--- config.mk ---
export PLATFORM = sky130hd
export DESIGN_NAME = interrupt_controller_flat
export DESIGN_NICKNAME = d
export VERILOG_FILES = /design/src/rtl/interrupt_controller_pkg.sv /design/src/rtl/interrupt_controller_if.sv /design/src/rtl/interrupt_controller_prio_enc.sv /design/src/rtl/interrupt_controller.sv /design/src/flat_wrapper.sv
export SDC_FILE = /design/constraint.sdc
export NUM_CORES = 1
export LEC_CHECK = 0
export ABC_AREA = 1
export CAP_MARGIN = 5
export CORE_MARGIN = 2
export CORE_UTILIZATION = 40
export DETAILED_ROUTE_END_ITERATION = 8
export PLACE_DENSITY = 0.74
export SLEW_MARGIN = 20
export SYNTH_ARGS = -nofsm -noshare
export SYNTH_HDL_FRONTEND = slang
export SYNTH_HIERARCHICAL = 1
export SYNTH_SLANG_ARGS = --single-unit
--- constraint.sdc ---
create_clock -name clk -period 1.7 [get_ports clk]
set_input_delay 0.17 -clock clk [delete_from_list [all_inputs] [get_ports clk]]
set_output_delay 0.17 -clock clk [all_outputs]
set_load 0.1 [all_outputs]
--- src/rtl/interrupt_controller_pkg.sv ---
// Shared constants for the interrupt controller: register map, FSM states,
// vector/cause word layout and helpers that build those words.
package interrupt_controller_pkg;

    localparam int unsigned NSRC_C      = 8;
    localparam int unsigned IDX_W       = 3;
    localparam int unsigned VBASE_W     = 16;
    localparam int unsigned VEC_PAD_W   = 11;
    localparam int unsigned CAUSE_PAD_W = 5;

    localparam logic [31:0] ADDR_MASK   = 32'hFFFF_1010;
    localparam logic [31:0] ADDR_VBASE  = 32'hFFFF_1011;
    localparam logic [31:0] ADDR_PEND   = 32'hFFFF_1012;
    localparam logic [31:0] ADDR_SWTRIG = 32'hFFFF_1013;

    typedef enum logic [1:0] {
        ST_IDLE = 2'd0,
        ST_REQ  = 2'd1,
        ST_ACK  = 2'd2
    } intc_state_e;

    function automatic logic [31:0] vec_addr(input logic [VBASE_W-1:0] vbase,
                                             input logic [IDX_W-1:0]   idx);
        return {vbase, {VEC_PAD_W{1'b0}}, idx, 2'b00};
    endfunction

    function automatic logic [15:0] vec_data(input logic [IDX_W-1:0]  idx,
                                             input logic [NSRC_C-1:0] snap);
        return {{CAUSE_PAD_W{1'b0}}, idx, snap};
    endfunction

endpackage

--- src/rtl/interrupt_controller_if.sv ---
// Bus bundle between the interrupt controller (slave) and the CPU/source side (master).
interface interrupt_controller_if;

    logic [7:0]  src;
    logic        irq;
    logic        turnOffIRQ;
    logic [31:0] intAddr;
    logic [15:0] intData;
    logic [31:0] memAddr;
    logic [15:0] memWrite;
    logic        memWE;
    logic [15:0] regRead;
    logic        regHit;

    modport slave (
        input  src, turnOffIRQ, memAddr, memWrite, memWE,
        output irq, intAddr, intData, regRead, regHit
    );

    modport master (
        output src, turnOffIRQ, memAddr, memWrite, memWE,
        input  irq, intAddr, intData, regRead, regHit
    );

endinterface

--- src/rtl/interrupt_controller_prio_enc.sv ---
// Combinational priority encoder: index of the lowest set request bit plus valid.
module intc_prio_enc
    import interrupt_controller_pkg::*;
(
    input  logic [NSRC_C-1:0] req_i,
    output logic [IDX_W-1:0]  idx_o,
    output logic              valid_o
);

    always_comb begin
        idx_o   = '0;
        valid_o = 1'b0;
        for (int unsigned i = 0; i < NSRC_C; i++) begin
            if (req_i[i] && !valid_o) begin
                idx_o   = IDX_W'(i);
                valid_o = 1'b1;
            end
        end
    end

endmodule

--- src/rtl/interrupt_controller.sv ---
// Edge-triggered 8-source interrupt controller with MASK/VBASE registers and IDLE/REQ/ACK handshake.
// Optional software trigger register at FFFF1013 enabled by defining INTC_SWTRIG_EN.
module interrupt_controller
    import interrupt_controller_pkg::*;
#(
    parameter int unsigned NSRC = 8
) (
    input logic                   clk,
    input logic                   rst,
    interrupt_controller_if.slave bus
);

    intc_state_e       state_q, state_d;
    logic [NSRC-1:0]   src_prev_q;
    logic [NSRC-1:0]   pending_q, pending_d;
    logic [NSRC-1:0]   mask_q;
    logic [VBASE_W-1:0] vbase_q;
    logic [IDX_W-1:0]  sel_q;
    logic [NSRC-1:0]   snap_q;
    logic [31:0]       int_addr_q;
    logic [15:0]       int_data_q;

    logic [NSRC-1:0]   req_masked;
    logic [NSRC-1:0]   rise;
    logic [NSRC-1:0]   sw_set;
    logic [NSRC-1:0]   clr_vec;
    logic [IDX_W-1:0]  win_idx;
    logic              win_valid;
    logic              latch_en;
    logic              wr_mask;
    logic              wr_vbase;
    logic              reg_hit;
    logic [15:0]       reg_rdata;

    assign req_masked = pending_q & mask_q;
    assign rise       = bus.src & ~src_prev_q;
    assign wr_mask    = bus.memWE && (bus.memAddr == ADDR_MASK);
    assign wr_vbase   = bus.memWE && (bus.memAddr == ADDR_VBASE);

    intc_prio_enc u_prio (
        .req_i   (req_masked),
        .idx_o   (win_idx),
        .valid_o (win_valid)
    );

`ifdef INTC_SWTRIG_EN
    assign sw_set = (bus.memWE && (bus.memAddr == ADDR_SWTRIG)) ? bus.memWrite[NSRC-1:0] : '0;
`else
    assign sw_set = '0;
`endif

    always_comb begin
        state_d  = state_q;
        latch_en = 1'b0;
        clr_vec  = '0;
        unique case (state_q)
            ST_IDLE: begin
                if (win_valid) begin
                    latch_en = 1'b1;
                    state_d  = ST_REQ;
                end
            end
            ST_REQ: begin
                if (bus.turnOffIRQ) begin
                    clr_vec[sel_q] = 1'b1;
                    state_d        = ST_ACK;
                end
            end
            ST_ACK:  state_d = ST_IDLE;
            default: state_d = ST_IDLE;
        endcase
    end

    // New edges and software sets are ORed after the clear so a set always wins.
    assign pending_d = (pending_q & ~clr_vec) | rise | sw_set;

    always_ff @(posedge clk) begin
        if (rst) begin
            state_q <= ST_IDLE;
        end else begin
            state_q <= state_d;
        end
    end

    always_ff @(posedge clk) begin
        if (rst) begin
            src_prev_q <= bus.src;
            pending_q  <= '0;
            mask_q     <= '0;
            vbase_q    <= '0;
            sel_q      <= '0;
            snap_q     <= '0;
            int_addr_q <= '0;
            int_data_q <= '0;
        end else begin
            src_prev_q <= bus.src;
            pending_q  <= pending_d;
            if (wr_mask) begin
                mask_q <= bus.memWrite[NSRC-1:0];
            end
            if (wr_vbase) begin
                vbase_q <= bus.memWrite;
            end
            // Vector and cause words are frozen here so later register writes cannot disturb REQ.
            if (latch_en) begin
                sel_q      <= win_idx;
                snap_q     <= pending_q;
                int_addr_q <= vec_addr(vbase_q, win_idx);
                int_data_q <= vec_data(win_idx, pending_q);
            end
        end
    end

    always_comb begin
        reg_hit   = 1'b0;
        reg_rdata = '0;
        case (bus.memAddr)
            ADDR_MASK: begin
                reg_hit   = 1'b1;
                reg_rdata = 16'(mask_q);
            end
            ADDR_VBASE: begin
                reg_hit   = 1'b1;
                reg_rdata = vbase_q;
            end
            ADDR_PEND: begin
                reg_hit   = 1'b1;
                reg_rdata = 16'(pending_q);
            end
`ifdef INTC_SWTRIG_EN
            ADDR_SWTRIG: begin
                reg_hit   = 1'b1;
            end
`endif
            default: ;
        endcase
    end

    assign bus.irq     = (state_q == ST_REQ);
    assign bus.intAddr = int_addr_q;
    assign bus.intData = int_data_q;
    assign bus.regRead = reg_rdata;
    assign bus.regHit  = reg_hit;

    logic unused_snap;
    assign unused_snap = ^snap_q;

endmodule

--- src/flat_wrapper.sv ---
// flat-port wrapper written by rule: the top's interface ports become plain ports
module interrupt_controller_flat import interrupt_controller_pkg::*;
#(
    parameter int unsigned NSRC = 8
)
  (clk, rst, bus_src, bus_turnOffIRQ, bus_memAddr, bus_memWrite, bus_memWE, bus_irq, bus_intAddr, bus_intData, bus_regRead, bus_regHit);
  interrupt_controller_if bus_i ();
  input logic clk;
  input logic rst;
  input wire logic [$bits(bus_i.src)-1:0] bus_src;
  input wire logic [$bits(bus_i.turnOffIRQ)-1:0] bus_turnOffIRQ;
  input wire logic [$bits(bus_i.memAddr)-1:0] bus_memAddr;
  input wire logic [$bits(bus_i.memWrite)-1:0] bus_memWrite;
  input wire logic [$bits(bus_i.memWE)-1:0] bus_memWE;
  output wire logic [$bits(bus_i.irq)-1:0] bus_irq;
  output wire logic [$bits(bus_i.intAddr)-1:0] bus_intAddr;
  output wire logic [$bits(bus_i.intData)-1:0] bus_intData;
  output wire logic [$bits(bus_i.regRead)-1:0] bus_regRead;
  output wire logic [$bits(bus_i.regHit)-1:0] bus_regHit;
  assign bus_i.src = bus_src;
  assign bus_i.turnOffIRQ = bus_turnOffIRQ;
  assign bus_i.memAddr = bus_memAddr;
  assign bus_i.memWrite = bus_memWrite;
  assign bus_i.memWE = bus_memWE;
  assign bus_irq = bus_i.irq;
  assign bus_intAddr = bus_i.intAddr;
  assign bus_intData = bus_i.intData;
  assign bus_regRead = bus_i.regRead;
  assign bus_regHit = bus_i.regHit;
  interrupt_controller #(.NSRC(NSRC)) u_core (.clk(clk), .rst(rst), .bus(bus_i));
endmodule
* After elaboration in Yosys (flattened, before gate mapping)
Index checks and enable logic that the tools add are counted.
Widths: inputs -> output; s select.
** Word-level totals
- Register bits :: 75
- Input port bits :: 60
- Output and inout port bits :: 66
- Logic and storage cells :: 68
** Cells by class
- Order comparisons :: 2
- Eq/ne operators :: 6
- Mux-type cells :: 26
- Bitwise logic cells :: 6
- Reduce and logical (&&, ||, !) cells :: 20
** Operators by type and width (count)
- $eq 32x32->1 const B :: 3
- $pmux 16 s3 :: 1
- $and 8x8->8 :: 3
- $mux 3 :: 6
- $mux 8 :: 2
- $not 8->8 :: 2
- $mux 1 :: 13
- $logic_and 1x1->1 :: 10
- $or 8x8->8 :: 1
- $logic_not 1->1 :: 7
- $lt 3x4->1 const B :: 1
- $mux 2 :: 2
- $ne 2x2->1 const B :: 2
- $pmux 2 s2 :: 1
- $demux 1 s3 :: 1
- $ge 3x1->1 const B :: 1
- $reduce_or 3->1 :: 1
- $eq 2x1->1 const B :: 1
- $logic_not 2->1 :: 1
- $reduce_and 2->1 :: 1

* Logic depth before layout (Yosys ltp)
Gate-level depths: netlist (run 1).
- Depth in word-level cells :: 25
- Depth in mapped cells :: 12

* Modules after synthesis
The synthesis (run 1) kept the hierarchy.
** By module, submodules not included
- interrupt_controller :: times used 1, cells an instance 526, area an instance 3469.6 sq um, sequential area each 1381.3 sq um
- intc_prio_enc :: times used 1, cells an instance 22, area an instance 108.9 sq um, sequential area each 0.0 sq um

* Least setup slack after synthesis (run 1)
Ideal clock, no wire load.
- Path kind :: register to register
- From :: register u_core.state_q[0]
- To :: register u_core.pending_q[0]
- Data arrival time :: 2.344 ns
- Required time :: 1.568 ns
- Path slack :: -0.776 ns
- Cell stages (with the launch flop) :: 6
- Path buffers :: 0
- Clock period less this slack :: 2.476 ns
- Cell sequence :: dfxtp_1 inv_1 nor2_1 nand2_1 o21ai_0 a21oi_1
** On the way
- Cells in the longest elaborated chain, start to end :: 5
** RTL lines
- from (decl) :: line interrupt_controller.sv:13 : intc_state_e state_q, state_d;
- from (signal assigned) :: line interrupt_controller.sv:81 : state_q <= state_d;
- $eq 2x1->1
- net bus_irq :: line flat_wrapper.sv:15 : output wire logic [$bits(bus_i.irq)-1:0] bus_irq;
- $mux 8 :: line interrupt_controller.sv:56 : unique case (state_q)
- $not 8->8 :: line interrupt_controller.sv:75 : assign pending_d = (pending_q & ~clr_vec) | rise | sw_set;
- $and 8x8->8 :: line interrupt_controller.sv:75
- $or 8x8->8 :: line interrupt_controller.sv:75
- to (signal assigned) :: line interrupt_controller.sv:97 : pending_q <= pending_d;
- to (decl) :: line interrupt_controller.sv:15 : logic [NSRC-1:0] pending_q, pending_d;
The timed path passes the listed nets, and every way through them passes these cells.
A chain may end at the register's enable or synchronous reset.

* Worst setup path after layout (run 1)
- From :: input port bus_memAddr[10]
- To :: output port bus_regRead[9]
** On the way
- Cells in the longest elaborated chain, start to end :: 2
** RTL lines
- from (decl) :: line flat_wrapper.sv:12 : input wire logic [$bits(bus_i.memAddr)-1:0] bus_memAddr;
- $eq 32x32->1 :: line interrupt_controller.sv:117 : case (bus.memAddr)
- $pmux 16 s3 * :: line interrupt_controller.sv:117
- to (decl) :: line flat_wrapper.sv:18 : output wire logic [$bits(bus_i.regRead)-1:0] bus_regRead;
Mark *: on every way between the ends. The rest lies on a longest branch, timed or not.

==> metrics, run 1 <==
status finished, final reports clean; max-slew violation count 0; initial DRC count 147; I/O Buffers 107; Core ar. 0.00868 mm²; leak pwr approximately 2.7 nW; CTS sink count 69; min Tclk post-route about 1.6 ns; hpwl dp 7800 µm; WL/cell 12.6 µm; Post-synth EDFFs 0; H-tree depth 3; Area Growth Syn to Fin 56.4%; Hold Fails Final Rpt 0; die area 0.00972 mm²; Clock Skews about 0.0086 ns; max frequency 613 MHz; Crit Path Class input pin to output pin; Tot GR Track Use 0.212; Rows 34; CTS buffer count 9; Synth Cell Area 0.00358 mm²; Final Cycle Share 0.960; largest family of logic cells by synthesized area simple AND/OR/NAND/NOR gates; Adder-Cell Fraction of Synth Area 0; die height between 90 and 100 µm; register area share after synthesis 0.386; HP Class input pin to flip-flop; fraction of registers with async set/reset 0; Root Driver clkbuf_8; Initial DRT Pass Iterations 4; n_diodes 0; DIE WIDTH 98.6 µm; Worst IR Drop VDD 0.000399 V; DP Cell Count 770; max-cap violation count 0; post-synth top area cell dfxtp_1; crit start category input pin; Non-Filler Instances 799; I/O Pins 126; Syn Area/Cell 6.53 µm²; multiplexer share of the synthesized area 0; layout net count ~750; most common flop cell mapped by yosys dfxtp_1; commonest cells in the netlist nand2_1 (114), inv_1 (102), nor2_1 (71); Congestion Overflow GR 0; Worst Setup End Kind output pin; Simple-Gate Fraction of Synth Area 0.334; initial antenna violation count 0; PD cells approximately 640 mW/mm²; gpl congestion a little under 0.9; Synth warnings 6; hold path startpoint bus_src[6]; share of cells above drive strength 1 0.253; clk slew on worst S/H paths 0.08 ns; Synth area leaders dfxtp_1 (39%), nand2_1 (12%), inv_1 (11%); Routed Antenna Nets 0; effective utilization at floorplan 0.412; worst skew pair latency 0.34 ns; CTS tree yes; critical path arrival between 1 and 1.5 ns; Crit path required time 1.53 ns; Final setup viols 0; via density per instance 4.65; top-area cell type share of the netlist area 0.386; crit-path max FO 8; Total Wirelength 10100 µm; most numerous cell in the Yosys netlist nand2_1; Compound-Gate Fraction of Synth Area 0.0948; Post-Syn Instances roughly 550; routed vias 3718; CTS max path bufs 2; first-pass GRT wire length 16800 µm; Synth Register Bits 69; R2R Path Start u_core/pending_q[2]$_SDFF_PP0_; vias in the first global route about 3700; xor/xnor cell area share of the yosys netlist 0; drt drc 0; Yosys cell types 25; Fin Setup TNS 0 ns; CP Launch Point bus_memAddr[10]; pin count of the biggest net entering global routing 46
## cells by family after synthesis
kind of cell | Yosys count
compound gates | 67
simple gates | 263
buf+inv | 148
other cells | 1
flops | 69
## cell type report
cell class                 instances  area [µm²]
timing repair buffer             151        1650
inverter                         107         407
clock buffer                       9         124
sequential                        69        1380
tap                              108         135
clock inverter                     6        88.8
fill                             769        3080
multi-input combinational        349        1810
## worst paths after layout
check                                  endpoint  slack (ns)  depth (start not counted)
min reg2reg      u_core/pending_q[5]$_SDFF_PP0_        0.50                          3
min                u_core/src_prev_q[6]$_DFF_P_        0.30                          1
max                              bus_regRead[9]        0.07                         10
max reg2reg  u_core/bus.intData[0]$_SDFFE_PP0P_        0.11                         11
## critical path, stage by stage
cell           delay, ns
dlygate4sd2_1       0.24
inv_2               0.06
nand2_1             0.08
nor2_4              0.11
nand2_4             0.09
nor2_4              0.18
nand2_8             0.08
buf_12              0.16
nor2_4              0.11
buf_12              0.18
## stage by stage
stage	total power [mW]	cell area [µm²]	utilization	hold WS [ns]	worst slack (ns)
after floorplan	1.99	3710	-	0.198	-0.0585
after detailed placement	2.16	5140	0.592	0.492	-0.284
after global routing	3.69	5600	0.645	0.297	-0.0247
final	3.56	5600	0.645	0.301	0.0679
after global placement	2.16	5140	0.592	0.479	-0.234
after CTS	3.58	5510	0.635	0.287	0.0156
## report_power, final
part	internal, mW	switching (mW)
clock network	0.817	0.614
logic	0.166	0.310
registers	1.64	0.0109
total	2.62	0.934
## layout by cell type, fill, tap and decap left out, drive strengths merged
cell and count:
clkinv 3, nor3 1, inv 106, nand2 127, clkdlybuf4s50 27, nor2 81
dlygate4sd2 22, conb 18, clkdlybuf4s15 10, bufinv 2, dfxtp 69, and2 2
o21ai 37, a41oi 1, buf 92, clkinvlp 2, nand4 25, a21oi 29
clkbuf 9, nand3 28
## what timing repair did
action,CTS,global route
gates cloned,1,0
setup endpoints to repair,17,43
setup buffers,11,2
resized for setup,58,32
pin swaps,23,11
hold buffers,0,0
## state kept, by name, summed over array words and instances, names as in the netlist
| register | flops |
|---|---|
| u_core/state_q | 2 |
| u_core/bus.intData | 8 |
| u_core/src_prev_q | 8 |
| u_core/pending_q | 8 |
| u_core/sel_q | 2 |
| u_core/vbase_q | 16 |
| u_core/mask_q | 8 |
| u_core/bus.intAddr | 17 |
## layer usage
| layer | global-route usage | vias up | part of all wire |
|---|---|---|---|
| met4 | 0.0695 | 0 | 0.016 |
| met5 | 0 | - | 0 |
| li1 | - | 1915 | - |
| met1 | 0.234 | 1667 | 0.40 |
| met3 | 0.0667 | 12 | 0.067 |
| met2 | 0.388 | 124 | 0.51 |
Power figures use the tool's default switching activity.
==> run 2, diff against run 1 <==
Settings changed: CORE_UTILIZATION 40 to 45, GPL_ROUTABILITY_DRIVEN from default to 0, PLACE_DENSITY 0.74 to 0.82.
==> metrics, run 2 (synthesis results as in run 1) <==
PD cells 619 mW/mm² (was 635 mW/mm²); Total Wirelength 11400 µm (was 10100 µm); CP endpoint bus_regRead[6] (was bus_regRead[9]); Final setup viols 0 (unchanged); clk slew on worst S/H paths 0.07 ns (was 0.08 ns); first-pass GRT wire length 17300 µm (was 16800 µm); DP Cell Count 759 (was 770); H-tree depth 3 (unchanged); die height 93.2 µm (was 98.6 µm); max frequency 588 MHz (was 613 MHz); Congestion Overflow GR 0 (unchanged); I/O Buffers 107 (unchanged); max FFs per register 17 (unchanged); critical path arrival 1.53 ns (was 1.46 ns); initial DRC count 264 (was 147); initial antenna violation count 0 (unchanged); leak pwr 2.72 nW (was 2.68 nW); CTS buffer count 9 (unchanged); routed vias 3902 (was 3718); Crit path required time 1.53 ns (about the same); most frequent cells in the layout nand2_1 (100), inv_1 (98), dfxtp_1 (65) (was nand2_1 (106), inv_1 (98), dfxtp_1 (69)); fin worst setup slack 0.000224 ns (was 0.0679 ns); Initial DRT Pass Iterations 5 (was 4); drt drc 0 (unchanged); worst reg2reg path depth 11 (unchanged); share of cells above drive strength 1 0.282 (was 0.253); die area 0.00868 mm² (was 0.00972 mm²); Rows 32 (was 34); Place WS -0.240 ns (was -0.284 ns); Final Hold Slack 0.303 ns (was 0.301 ns); effective utilization at floorplan 0.463 (was 0.412); Core ar. 0.00773 mm² (was 0.00868 mm²); Non-Filler Instances 790 (was 799); crit start category input pin (unchanged); Tot GR Track Use 0.254 (was 0.212); most common cell after layout, fill and taps aside nand2_1 (unchanged); status finished, final reports clean (unchanged); CTS max path bufs 2 (unchanged); CTS tree yes (unchanged); R2R Path Start u_core/mask_q[3]$_SDFFE_PP0P_ (was u_core/pending_q[2]$_SDFF_PP0_); Crit Reg-Reg Endpoint u_core/bus.intData[6]$_SDFFE_PP0P_ (was u_core/bus.intData[0]$_SDFFE_PP0P_); n_diodes 0 (unchanged); max-cap violation count 0 (unchanged); WL/cell 14.4 µm (was 12.6 µm); CP Launch Point bus_memAddr[9] (was bus_memAddr[10]); Root Driver clkbuf_8 (unchanged); Fin Setup TNS 0 ns (unchanged); vias in the first global route 3777 (was 3708); Final Cycle Share 1.00 (was 0.960); Area Growth Syn to Fin 56.9% (was 56.4%); Worst Setup End Kind output pin (unchanged); max-slew violation count 0 (unchanged); Crit Path Class input pin to output pin (unchanged); Hold Fails Final Rpt 0 (unchanged); DIE WIDTH 93.2 µm (was 98.6 µm); crit-path max FO 5 (was 8); layout net count 743 (was 747); HP Class input pin to flip-flop (unchanged); Clock Skews 0.00831 ns (was 0.00860 ns); count of hold-fix buffers inserted at cts 0 (unchanged); pin count of the biggest net entering global routing 52 (was 46); CTS sink count 69 (unchanged); Routed Antenna Nets 0 (unchanged); I/O Pins 126 (unchanged); hpwl dp 7840 µm (was 7800 µm); Worst IR Drop VDD 0.000486 V (was 0.000399 V); Overall Power 3.47 mW (was 3.56 mW); via density per instance 4.94 (was 4.65); flop2flop setup slack 0.06 ns (was 0.11 ns); worst skew pair latency 0.35 ns (was 0.34 ns); min Tclk post-route 1.70 ns (was 1.63 ns)
## run 2: changes by cell type in the layout (fill, tap and decap cells not counted), sizes merged
cell,previous run,this run
buf,92,87
bufinv,2,1
clkbuf,9,15
clkdlybuf4s15,10,12
clkinvlp,2,3
dlygate4sd2,22,15
inv,106,107
## run 2: per-stage QoR
step	cell area, µm²	utilization
floorplan	3710	-
global placement	5090	0.659
detailed placement	5090	0.659
CTS	5500	0.711
global route	5610	0.726
finish	5610	0.726
## run 2: worst min-delay path by stage
stage | cells past startpoint | endpoint | startpoint | slack [ns]
after floorplan | 0 | u_core/src_prev_q[0]$_DFF_P_ | bus_src[0] | 0.20
after global placement | 3 | u_core/pending_q[7]$_SDFF_PP0_ | u_core/src_prev_q[7]$_DFF_P_ | 0.48
after detailed placement | 3 | u_core/pending_q[4]$_SDFF_PP0_ | u_core/src_prev_q[4]$_DFF_P_ | 0.50
after CTS | 1 | u_core/src_prev_q[3]$_DFF_P_ | bus_src[3] | 0.30
after global routing | 1 | u_core/src_prev_q[7]$_DFF_P_ | bus_src[7] | 0.30
final | 1 | u_core/src_prev_q[3]$_DFF_P_ | bus_src[3] | 0.30
## run 2: timing repair
action | CTS | global route
endpoints found under the setup margin | 17 | 44
pin swaps | 28 | 24
setup buffers | 11 | 2
cloned | 2 | 1
resized for setup | 77 | 55
## run 2: report_power, final
| group | total (mW) | internal (mW) | leakage, nW | switching (mW) |
|---|---|---|---|---|
| registers | 1.65 | 1.64 | 0.562 | 0.0162 |
| logic | 0.473 | 0.159 | 2.07 | 0.314 |
| clock network | 1.34 | 0.681 | 0.0918 | 0.664 |
| total | 3.47 | 2.48 | 2.72 | 0.994 |
## run 2: critical path: stages
cell	delay [ns]
dlygate4sd2_1	0.25
inv_2	0.07
nand2_2	0.07
nor2_4	0.14
nand2_4	0.10
nor2_4	0.14
and2_4	0.24
nand2_2	0.08
nand3_2	0.09
buf_12	0.17
## run 2: area by class of cell
| cell class | instances | area, µm² |
|---|---|---|
| Clock buffer | 9 | 124 |
| Clock inverter | 7 | 75.1 |
| Fill cell | 573 | 2110 |
| Inverter | 107 | 409 |
| Multi-Input combinational cell | 349 | 1890 |
| Sequential cell | 69 | 1390 |
| Tap cell | 102 | 128 |
| Timing Repair Buffer | 147 | 1600 |
## run 2: per-layer routing
layer | share of wire | track usage | wire [µm] | vias to the layer above
li1 | - | - | - | 1911
met1 | 0.39 | 0.283 | 4390 | 1772
met4 | 0.035 | 0.0980 | 397 | 0
met5 | 0 | 0 | 0 | -
met3 | 0.076 | 0.0766 | 867 | 35
met2 | 0.50 | 0.452 | 5710 | 184
